**src/rtl/ddr4_v2_2_20_axi_b_pkg.sv**
```systemverilog
// Shared constants and helpers for the AXI write-response scheduler.
package ddr4_v2_2_20_axi_b_pkg;

  localparam logic [1:0] P_OKAY   = 2'b00;
  localparam logic [1:0] P_EXOKAY = 2'b01;
  localparam logic [1:0] P_SLVERR = 2'b10;
  localparam logic [1:0] P_DECERR = 2'b11;

  localparam int P_PTR_MAX_W = 16;

  // Pointers carry a wrap bit, so the difference is taken modulo 2**ptrWidth.
  function automatic logic [P_PTR_MAX_W-1:0] ptrOccupancy(
    input logic [P_PTR_MAX_W-1:0] wrPtr,
    input logic [P_PTR_MAX_W-1:0] rdPtr,
    input int unsigned            ptrWidth
  );
    logic [P_PTR_MAX_W-1:0] mask;
    mask = (P_PTR_MAX_W'(1) << ptrWidth) - P_PTR_MAX_W'(1);
    return (wrPtr - rdPtr) & mask;
  endfunction

endpackage

```
**src/rtl/ddr4_v2_2_20_axi_b_sched_if.sv**
```systemverilog
// Bundle of B-channel, AW-side push and commit signals between the AXI slave and the scheduler.
interface ddr4_v2_2_20_axi_b_sched_if #(
  parameter int C_ID_WIDTH = 4
);

  logic [C_ID_WIDTH-1:0] bid;
  logic [1:0]            bresp;
  logic                  bvalid;
  logic                  bready;
  logic                  b_push;
  logic [C_ID_WIDTH-1:0] b_awid;
  logic                  b_full;
  logic                  wr_done;
  logic                  wr_err;
  logic                  b_cmp_err;

  modport master (
    input  bid, bresp, bvalid, b_full, b_cmp_err,
    output bready, b_push, b_awid, wr_done, wr_err
  );

  modport slave (
    output bid, bresp, bvalid, b_full, b_cmp_err,
    input  bready, b_push, b_awid, wr_done, wr_err
  );

endinterface

```
**src/rtl/ddr4_v2_2_20_axi_b_out_reg.sv**
```systemverilog
// B-channel output register: loads the eligible head when empty or being drained, holds otherwise.
module ddr4_v2_2_20_axi_b_out_reg
  import ddr4_v2_2_20_axi_b_pkg::*;
#(
  parameter int C_ID_WIDTH = 4
) (
  input  logic                  clk,
  input  logic                  reset,
  input  logic                  headValid_i,
  input  logic [C_ID_WIDTH-1:0] headId_i,
  input  logic                  headErr_i,
  input  logic                  bready_i,
  output logic                  load_o,
  output logic                  bvalid_o,
  output logic [C_ID_WIDTH-1:0] bid_o,
  output logic [1:0]            bresp_o
);

  logic                  bvalid_q, bvalid_d;
  logic [C_ID_WIDTH-1:0] bid_q, bid_d;
  logic [1:0]            bresp_q, bresp_d;

  assign load_o = headValid_i & (~bvalid_q | bready_i);

  always_comb begin
    bvalid_d = bvalid_q;
    bid_d    = bid_q;
    bresp_d  = bresp_q;
    if (load_o) begin
      bvalid_d = 1'b1;
      bid_d    = headId_i;
      bresp_d  = headErr_i ? P_SLVERR : P_OKAY;
    end else if (bready_i) begin
      bvalid_d = 1'b0;
    end
  end

  always_ff @(posedge clk) begin
    if (reset) begin
      bvalid_q <= 1'b0;
      bid_q    <= '0;
      bresp_q  <= P_OKAY;
    end else begin
      bvalid_q <= bvalid_d;
      bid_q    <= bid_d;
      bresp_q  <= bresp_d;
    end
  end

  assign bvalid_o = bvalid_q;
  assign bid_o    = bid_q;
  assign bresp_o  = bresp_q;

endmodule

```
**src/rtl/ddr4_v2_2_20_axi_b_sched.sv**
```systemverilog
// In-order write-response scheduler; commit tracking and SLVERR reporting are enabled
// by defining DDR4_AXI_B_STRICT_COHERENCY_EN, otherwise responses follow the pushes.
module ddr4_v2_2_20_axi_b_sched
  import ddr4_v2_2_20_axi_b_pkg::*;
#(
  parameter int C_ID_WIDTH    = 4,
  parameter int C_FIFO_AWIDTH = 3
) (
  input logic                          clk,
  input logic                          reset,
  ddr4_v2_2_20_axi_b_sched_if.slave    bIf
);

  localparam int P_DEPTH = 2**C_FIFO_AWIDTH;
  localparam int P_PTR_W = C_FIFO_AWIDTH + 1;

  logic [P_PTR_W-1:0]    wrPtr_q, wrPtr_d;
  logic [P_PTR_W-1:0]    rdPtr_q, rdPtr_d;
  logic [C_ID_WIDTH-1:0] idMem_q [P_DEPTH];

  logic                  pushAccept;
  logic                  load;
  logic                  headValid;
  logic                  headErr;
  logic [C_ID_WIDTH-1:0] headId;

  assign bIf.b_full = (ptrOccupancy(P_PTR_MAX_W'(wrPtr_q), P_PTR_MAX_W'(rdPtr_q), P_PTR_W)
                       == P_PTR_MAX_W'(P_DEPTH));
  assign pushAccept = bIf.b_push & ~bIf.b_full;
  assign headId     = idMem_q[rdPtr_q[C_FIFO_AWIDTH-1:0]];

`ifdef DDR4_AXI_B_STRICT_COHERENCY_EN
  logic [P_PTR_W-1:0] cmpPtr_q, cmpPtr_d;
  logic               errMem_q [P_DEPTH];
  logic               cmpErr_q, cmpErr_d;
  logic               doneAccept;

  // Comparing against the registered wrPtr keeps a same-cycle push out of reach of wr_done.
  assign doneAccept = bIf.wr_done & (cmpPtr_q != wrPtr_q);
  assign headValid  = (rdPtr_q != cmpPtr_q);
  assign headErr    = errMem_q[rdPtr_q[C_FIFO_AWIDTH-1:0]];

  always_comb begin
    cmpPtr_d = cmpPtr_q + P_PTR_W'(doneAccept);
    cmpErr_d = cmpErr_q | (bIf.wr_done & ~doneAccept);
  end

  always_ff @(posedge clk) begin
    if (reset) begin
      cmpPtr_q <= '0;
      cmpErr_q <= 1'b0;
      for (int i = 0; i < P_DEPTH; i++) errMem_q[i] <= 1'b0;
    end else begin
      cmpPtr_q <= cmpPtr_d;
      cmpErr_q <= cmpErr_d;
      if (doneAccept) errMem_q[cmpPtr_q[C_FIFO_AWIDTH-1:0]] <= bIf.wr_err;
    end
  end

  assign bIf.b_cmp_err = cmpErr_q;
`else
  logic unusedCommitInputs;

  assign unusedCommitInputs = bIf.wr_done ^ bIf.wr_err;
  assign headValid          = (rdPtr_q != wrPtr_q);
  assign headErr            = 1'b0;
  assign bIf.b_cmp_err      = 1'b0;
`endif

  always_comb begin
    wrPtr_d = wrPtr_q + P_PTR_W'(pushAccept);
    rdPtr_d = rdPtr_q + P_PTR_W'(load);
  end

  always_ff @(posedge clk) begin
    if (reset) begin
      wrPtr_q <= '0;
      rdPtr_q <= '0;
      for (int i = 0; i < P_DEPTH; i++) idMem_q[i] <= '0;
    end else begin
      wrPtr_q <= wrPtr_d;
      rdPtr_q <= rdPtr_d;
      if (pushAccept) idMem_q[wrPtr_q[C_FIFO_AWIDTH-1:0]] <= bIf.b_awid;
    end
  end

  ddr4_v2_2_20_axi_b_out_reg #(
    .C_ID_WIDTH (C_ID_WIDTH)
  ) u_outReg (
    .clk         (clk),
    .reset       (reset),
    .headValid_i (headValid),
    .headId_i    (headId),
    .headErr_i   (headErr),
    .bready_i    (bIf.bready),
    .load_o      (load),
    .bvalid_o    (bIf.bvalid),
    .bid_o       (bIf.bid),
    .bresp_o     (bIf.bresp)
  );

  // Pushing into a full queue is an upstream protocol violation; the push is dropped.
  pushWhileFull: assert property (@(posedge clk) disable iff (reset) !(bIf.b_push && bIf.b_full));

endmodule

```
**src/flat_wrapper.sv**
```systemverilog
// flat-port wrapper written by rule: the top's interface ports become plain ports
module ddr4_v2_2_20_axi_b_sched_flat import ddr4_v2_2_20_axi_b_pkg::*;
#(
  parameter int C_ID_WIDTH    = 4,
  parameter int C_FIFO_AWIDTH = 3
)
  (clk, reset, bIf_bid, bIf_bresp, bIf_bvalid, bIf_b_full, bIf_b_cmp_err, bIf_bready, bIf_b_push, bIf_b_awid, bIf_wr_done, bIf_wr_err);
  ddr4_v2_2_20_axi_b_sched_if #(.C_ID_WIDTH(C_ID_WIDTH)) bIf_i ();
  input logic clk;
  input logic reset;
  output wire logic [$bits(bIf_i.bid)-1:0] bIf_bid;
  output wire logic [$bits(bIf_i.bresp)-1:0] bIf_bresp;
  output wire logic [$bits(bIf_i.bvalid)-1:0] bIf_bvalid;
  output wire logic [$bits(bIf_i.b_full)-1:0] bIf_b_full;
  output wire logic [$bits(bIf_i.b_cmp_err)-1:0] bIf_b_cmp_err;
  input wire logic [$bits(bIf_i.bready)-1:0] bIf_bready;
  input wire logic [$bits(bIf_i.b_push)-1:0] bIf_b_push;
  input wire logic [$bits(bIf_i.b_awid)-1:0] bIf_b_awid;
  input wire logic [$bits(bIf_i.wr_done)-1:0] bIf_wr_done;
  input wire logic [$bits(bIf_i.wr_err)-1:0] bIf_wr_err;
  assign bIf_bid = bIf_i.bid;
  assign bIf_bresp = bIf_i.bresp;
  assign bIf_bvalid = bIf_i.bvalid;
  assign bIf_b_full = bIf_i.b_full;
  assign bIf_b_cmp_err = bIf_i.b_cmp_err;
  assign bIf_i.bready = bIf_bready;
  assign bIf_i.b_push = bIf_b_push;
  assign bIf_i.b_awid = bIf_b_awid;
  assign bIf_i.wr_done = bIf_wr_done;
  assign bIf_i.wr_err = bIf_wr_err;
  ddr4_v2_2_20_axi_b_sched #(.C_ID_WIDTH(C_ID_WIDTH), .C_FIFO_AWIDTH(C_FIFO_AWIDTH)) u_core (.clk(clk), .reset(reset), .bIf(bIf_i));
endmodule
```
**config.mk**
```make
export PLATFORM = sky130hd
export DESIGN_NAME = ddr4_v2_2_20_axi_b_sched_flat
export DESIGN_NICKNAME = d
export VERILOG_FILES = /design/src/rtl/ddr4_v2_2_20_axi_b_pkg.sv /design/src/rtl/ddr4_v2_2_20_axi_b_sched_if.sv /design/src/rtl/ddr4_v2_2_20_axi_b_out_reg.sv /design/src/rtl/ddr4_v2_2_20_axi_b_sched.sv /design/src/flat_wrapper.sv
export SDC_FILE = /design/constraint.sdc
export NUM_CORES = 1
export LEC_CHECK = 0
export CAP_MARGIN = 15
export CORE_MARGIN = 4
export CORE_UTILIZATION = 35
export DETAILED_ROUTE_END_ITERATION = 10
export PLACE_DENSITY = 0.49
export RECOVER_POWER = 25
export SLEW_MARGIN = 15
export SYNTH_ARGS = -nofsm -noshare
export SYNTH_HDL_FRONTEND = slang
export SYNTH_HIERARCHICAL = 1
export SYNTH_SLANG_ARGS = --single-unit
```
**constraint.sdc**
```tcl
create_clock -name clk -period 3.2 [get_ports clk]
set_input_delay 0.64 -clock clk [delete_from_list [all_inputs] [get_ports clk]]
set_output_delay 0.64 -clock clk [all_outputs]
set_load 0.01 [all_outputs]
```
==> summary.txt, run 1 <==
status: finished, final reports clean
fmax: 335.2 MHz
most common cell after layout, fill and taps aside: nor2_1
Yosys reg bits: 46
Worst Hold Launch: u_core/u_outReg/bid_o[3]$_SDFFE_PP0P_
Yosys warnings: 6
DR vias/cell: 5.006
WS Path Type: flip-flop to primary output
FFs w/ async S/R, synth: 0%
WHS: 473.6 ps
# setup viols final: 0
max cap viols: 0
global-route wire length before repair: 8100 um
cts bufs inserted: 5
Max Slew Vio Count: 0
highest net fanout along the worst path: 5
gpl congestion: 0.7389
total grt overflow: 0
IO Pins: 19
Rows: 30
sequential share of power: 44.0%
syn avg cell area: 10.71 um^2
Req. time, crit path: 2560 ps
Critical Path Sink Type: primary output
Final Cycle Share: 93.24%
CTS clk-pin slew, worst paths: 90 ps
Clk pwr share: 30.4%
Skew-Pair Late Insertion Delay: 310 ps
post-synth cell types: 35
worst-margin pin slew: 1081 ps
antenna violations before repair: 0
Antenna Cells: 0
largest net degree at the start of global routing: 22
vias in the first global route: 1,517
total number of vias: 1,617
register area share after synthesis: 51.29%
PwrDens: 590.2 nW/um^2
DRC violations left: 0
Most used DFF post-synth: edfxtp_1
Fillers: 653
post-detailed-route count of antenna-violating nets: 0
min-delay worst type: flip-flop to flip-flop
slew margin rel.: 27.27%
Layout area overhead: 14.01%
Hold Violations, Final: 0
number of flops mapped to enable cells by yosys: 32
R2R Path Start: u_core/rdPtr_q[2]$_SDFF_PP0_
Core ar.: 6756 um^2
Gate power share: 25.6%
internal power: 1.195 mW
# port buffers: 14
hold_buf cts: 0
DR iter-0 viols: 69
CP Data Arrival Time: 2340 ps
Hold Path End: u_core/u_outReg/bid_o[3]$_SDFFE_PP0P_
Die Area: 8308 um^2
hpwl dp: 3720 um
Mapped Cells: 226
cell count of the worst reg-to-reg path: 10
clock buffer depth: 2
setup TNS: 0 ps
CTS tree: built
All-Layer GR Usage: 12.83%
die height: 91.15 um
WL/cell: 15.56 um
RR Endpoint: u_core/wrPtr_q[1]$_SDFF_PP0_
sw frac: 26.61%
Detailed Routing Iterations Pass 1: 4
final net count: 259
clock root buffer: clkbuf_8
Die X-Extent: 91.15 um
min Tclk post-route: 2984 ps
layout cells sized above 1: 11.52%
area of the mapped netlist: 2420 um^2
most frequent cells in the layout: nor2_1, edfxtp_1, nand2_1, nand3_1, dfxtp_1
CTS sink count: 46
Net Sw Power: 0.4333 mW
crit path launch type: flip-flop
Pleak: 1.067 nW
Layout Skew: 12.81 ps
R2R setup slack: 480 ps
H-tree Lvls: 2
Max IR drop VDD: 0.2127 mV
final wirelength: 5027 um
Initial Utilization: 35.81%
RSZ-0062 raised after global routing: false
hold path cells: 2
[routing by layer]
metal | up-vias | global-route usage (%) | wire [um]
met4 | 0 | 4.523 | 71
met5 | - | 0 | 0
met2 | 34 | 19.62 | 2409
met1 | 764 | 17.86 | 2373
li1 | 812 | - | -
met3 | 7 | 2.900 | 172
[cell families after synthesis]
group	count (synthesis)	synth area share (%)
muxes	14	10.13
xor gates and xnor gates	5	2.120
AOI/OAI and AO/OA	12	4.343
buffers and inverters	21	4.859
other	2	0.3104
DFF	46	51.29
and+or+nand+nor	119	23.32
adders and majority gates	7	3.619
[worst max-delay path, stage by stage, from the launching register on]
cell and delay (ps):
dfxtp_1 320, inv_1 190, ha_1 310, or3_1 420
a211oi_4 230, clkdlybuf4s50_1 570
[stage by stage]
stage	utilization, %	worst slack (ps)	std cells	power [mW]	cell area (um^2)
after global placement	38.96	393.1	314	1.178	2633
after CTS	41.00	19.36	322	1.673	2770
after detailed placement	38.96	368.6	314	1.179	2633
final	40.83	216.4	323	1.628	2759
after floorplan	-	463.1	227	1.037	2424
after global routing	40.83	117.5	323	1.712	2759
[power groups by stage]
stage	registers (mW)	logic, mW	clock network [mW]
after floorplan	0.742	0.295	0
after global placement	0.732	0.445	0
after detailed placement	0.734	0.445	0
after CTS	0.721	0.445	0.508
after global routing	0.723	0.461	0.528
final	0.717	0.417	0.494
[layout make-up]
cell class | instances | area [um^2] | area share (%)
Clock buffer | 7 | 107.6 | 3.900
Sequential cell | 46 | 1241 | 44.99
Tap cell | 80 | 100.1 | 3.628
Inverter | 5 | 18.77 | 0.6803
Clock inverter | 1 | 30.03 | 1.088
Timing Repair Buffer | 24 | 207.7 | 7.528
Multi-Input combinational cell | 160 | 1054 | 38.19
[worst max path at each step]
stage | start | slack [ps] | cells past startpoint | end
after floorplan | u_core/rdPtr_q[1]$_SDFF_PP0_ | 460 | 11 | u_core/wrPtr_q[1]$_SDFF_PP0_
after global placement | u_core/rdPtr_q[2]$_SDFF_PP0_ | 390 | 5 | bIf_b_full
after detailed placement | u_core/rdPtr_q[2]$_SDFF_PP0_ | 370 | 5 | bIf_b_full
after CTS | u_core/rdPtr_q[2]$_SDFF_PP0_ | 20 | 5 | bIf_b_full
after global routing | u_core/rdPtr_q[2]$_SDFF_PP0_ | 120 | 5 | bIf_b_full
final | u_core/rdPtr_q[2]$_SDFF_PP0_ | 220 | 5 | bIf_b_full
[state kept, by name, indices dropped and copies added (netlist names)]
name,flops
u_core/u_outReg/bresp_o,1
u_core/u_outReg/bid_o,4
u_core/idMem_q,32
u_core/wrPtr_q,4
u_core/rdPtr_q,4
u_core/u_outReg/bvalid_o,1
[cell usage after synthesis, drive strengths merged (2+ instances only)]
cell type | n | share of area, %
inv | 5 | 0.78
xor2 | 3 | 1.4
nor3 | 5 | 1.0
nand2b | 13 | 3.4
xnor2 | 2 | 0.72
nor3b | 2 | 0.62
clkbuf | 9 | 1.4
nor2 | 34 | 5.3
edfxtp | 32 | 40
buf | 7 | 2.7
ha | 7 | 3.6
o21ai | 3 | 0.62
nand3 | 16 | 3.3
o31ai | 4 | 1.2
mux2i | 5 | 2.1
nand2 | 30 | 4.7
nor2b | 11 | 2.8
dfxtp | 14 | 12
mux4 | 8 | 7.4
conb | 2 | 0.31
nor4 | 4 | 1.0
[timing repair]
| action | 4_1_cts | 5_1_grt |
|---|---|---|
| gates resized for setup | 0 | 0 |
| setup buffers | 0 | 1 |
| setup endpoints to repair | 0 | 1 |
No activity file was read; power rests on OpenSTA's default activity.
==> inputs of run 2 (changes only) <==
--- a/config.mk
+++ b/config.mk
@@ -5,7 +5,7 @@
 export SDC_FILE = /design/constraint.sdc
 export NUM_CORES = 1
 export LEC_CHECK = 0
-export CAP_MARGIN = 15
+export CAP_MARGIN = 20
 export CORE_MARGIN = 4
 export CORE_UTILIZATION = 35
 export DETAILED_ROUTE_END_ITERATION = 10
==> results of run 2 <==
No change in the layout: final DEF, timing and power equal those of run 1.
==> inputs of run 3 (changes only) <==
--- a/config.mk
+++ b/config.mk
@@ -9,6 +9,7 @@
 export CORE_MARGIN = 4
 export CORE_UTILIZATION = 35
 export DETAILED_ROUTE_END_ITERATION = 10
+export GPL_ROUTABILITY_DRIVEN = 0
 export PLACE_DENSITY = 0.49
 export RECOVER_POWER = 25
 export SLEW_MARGIN = 15
==> results of run 3 <==
No change in the layout: final DEF, timing and power equal those of run 1.
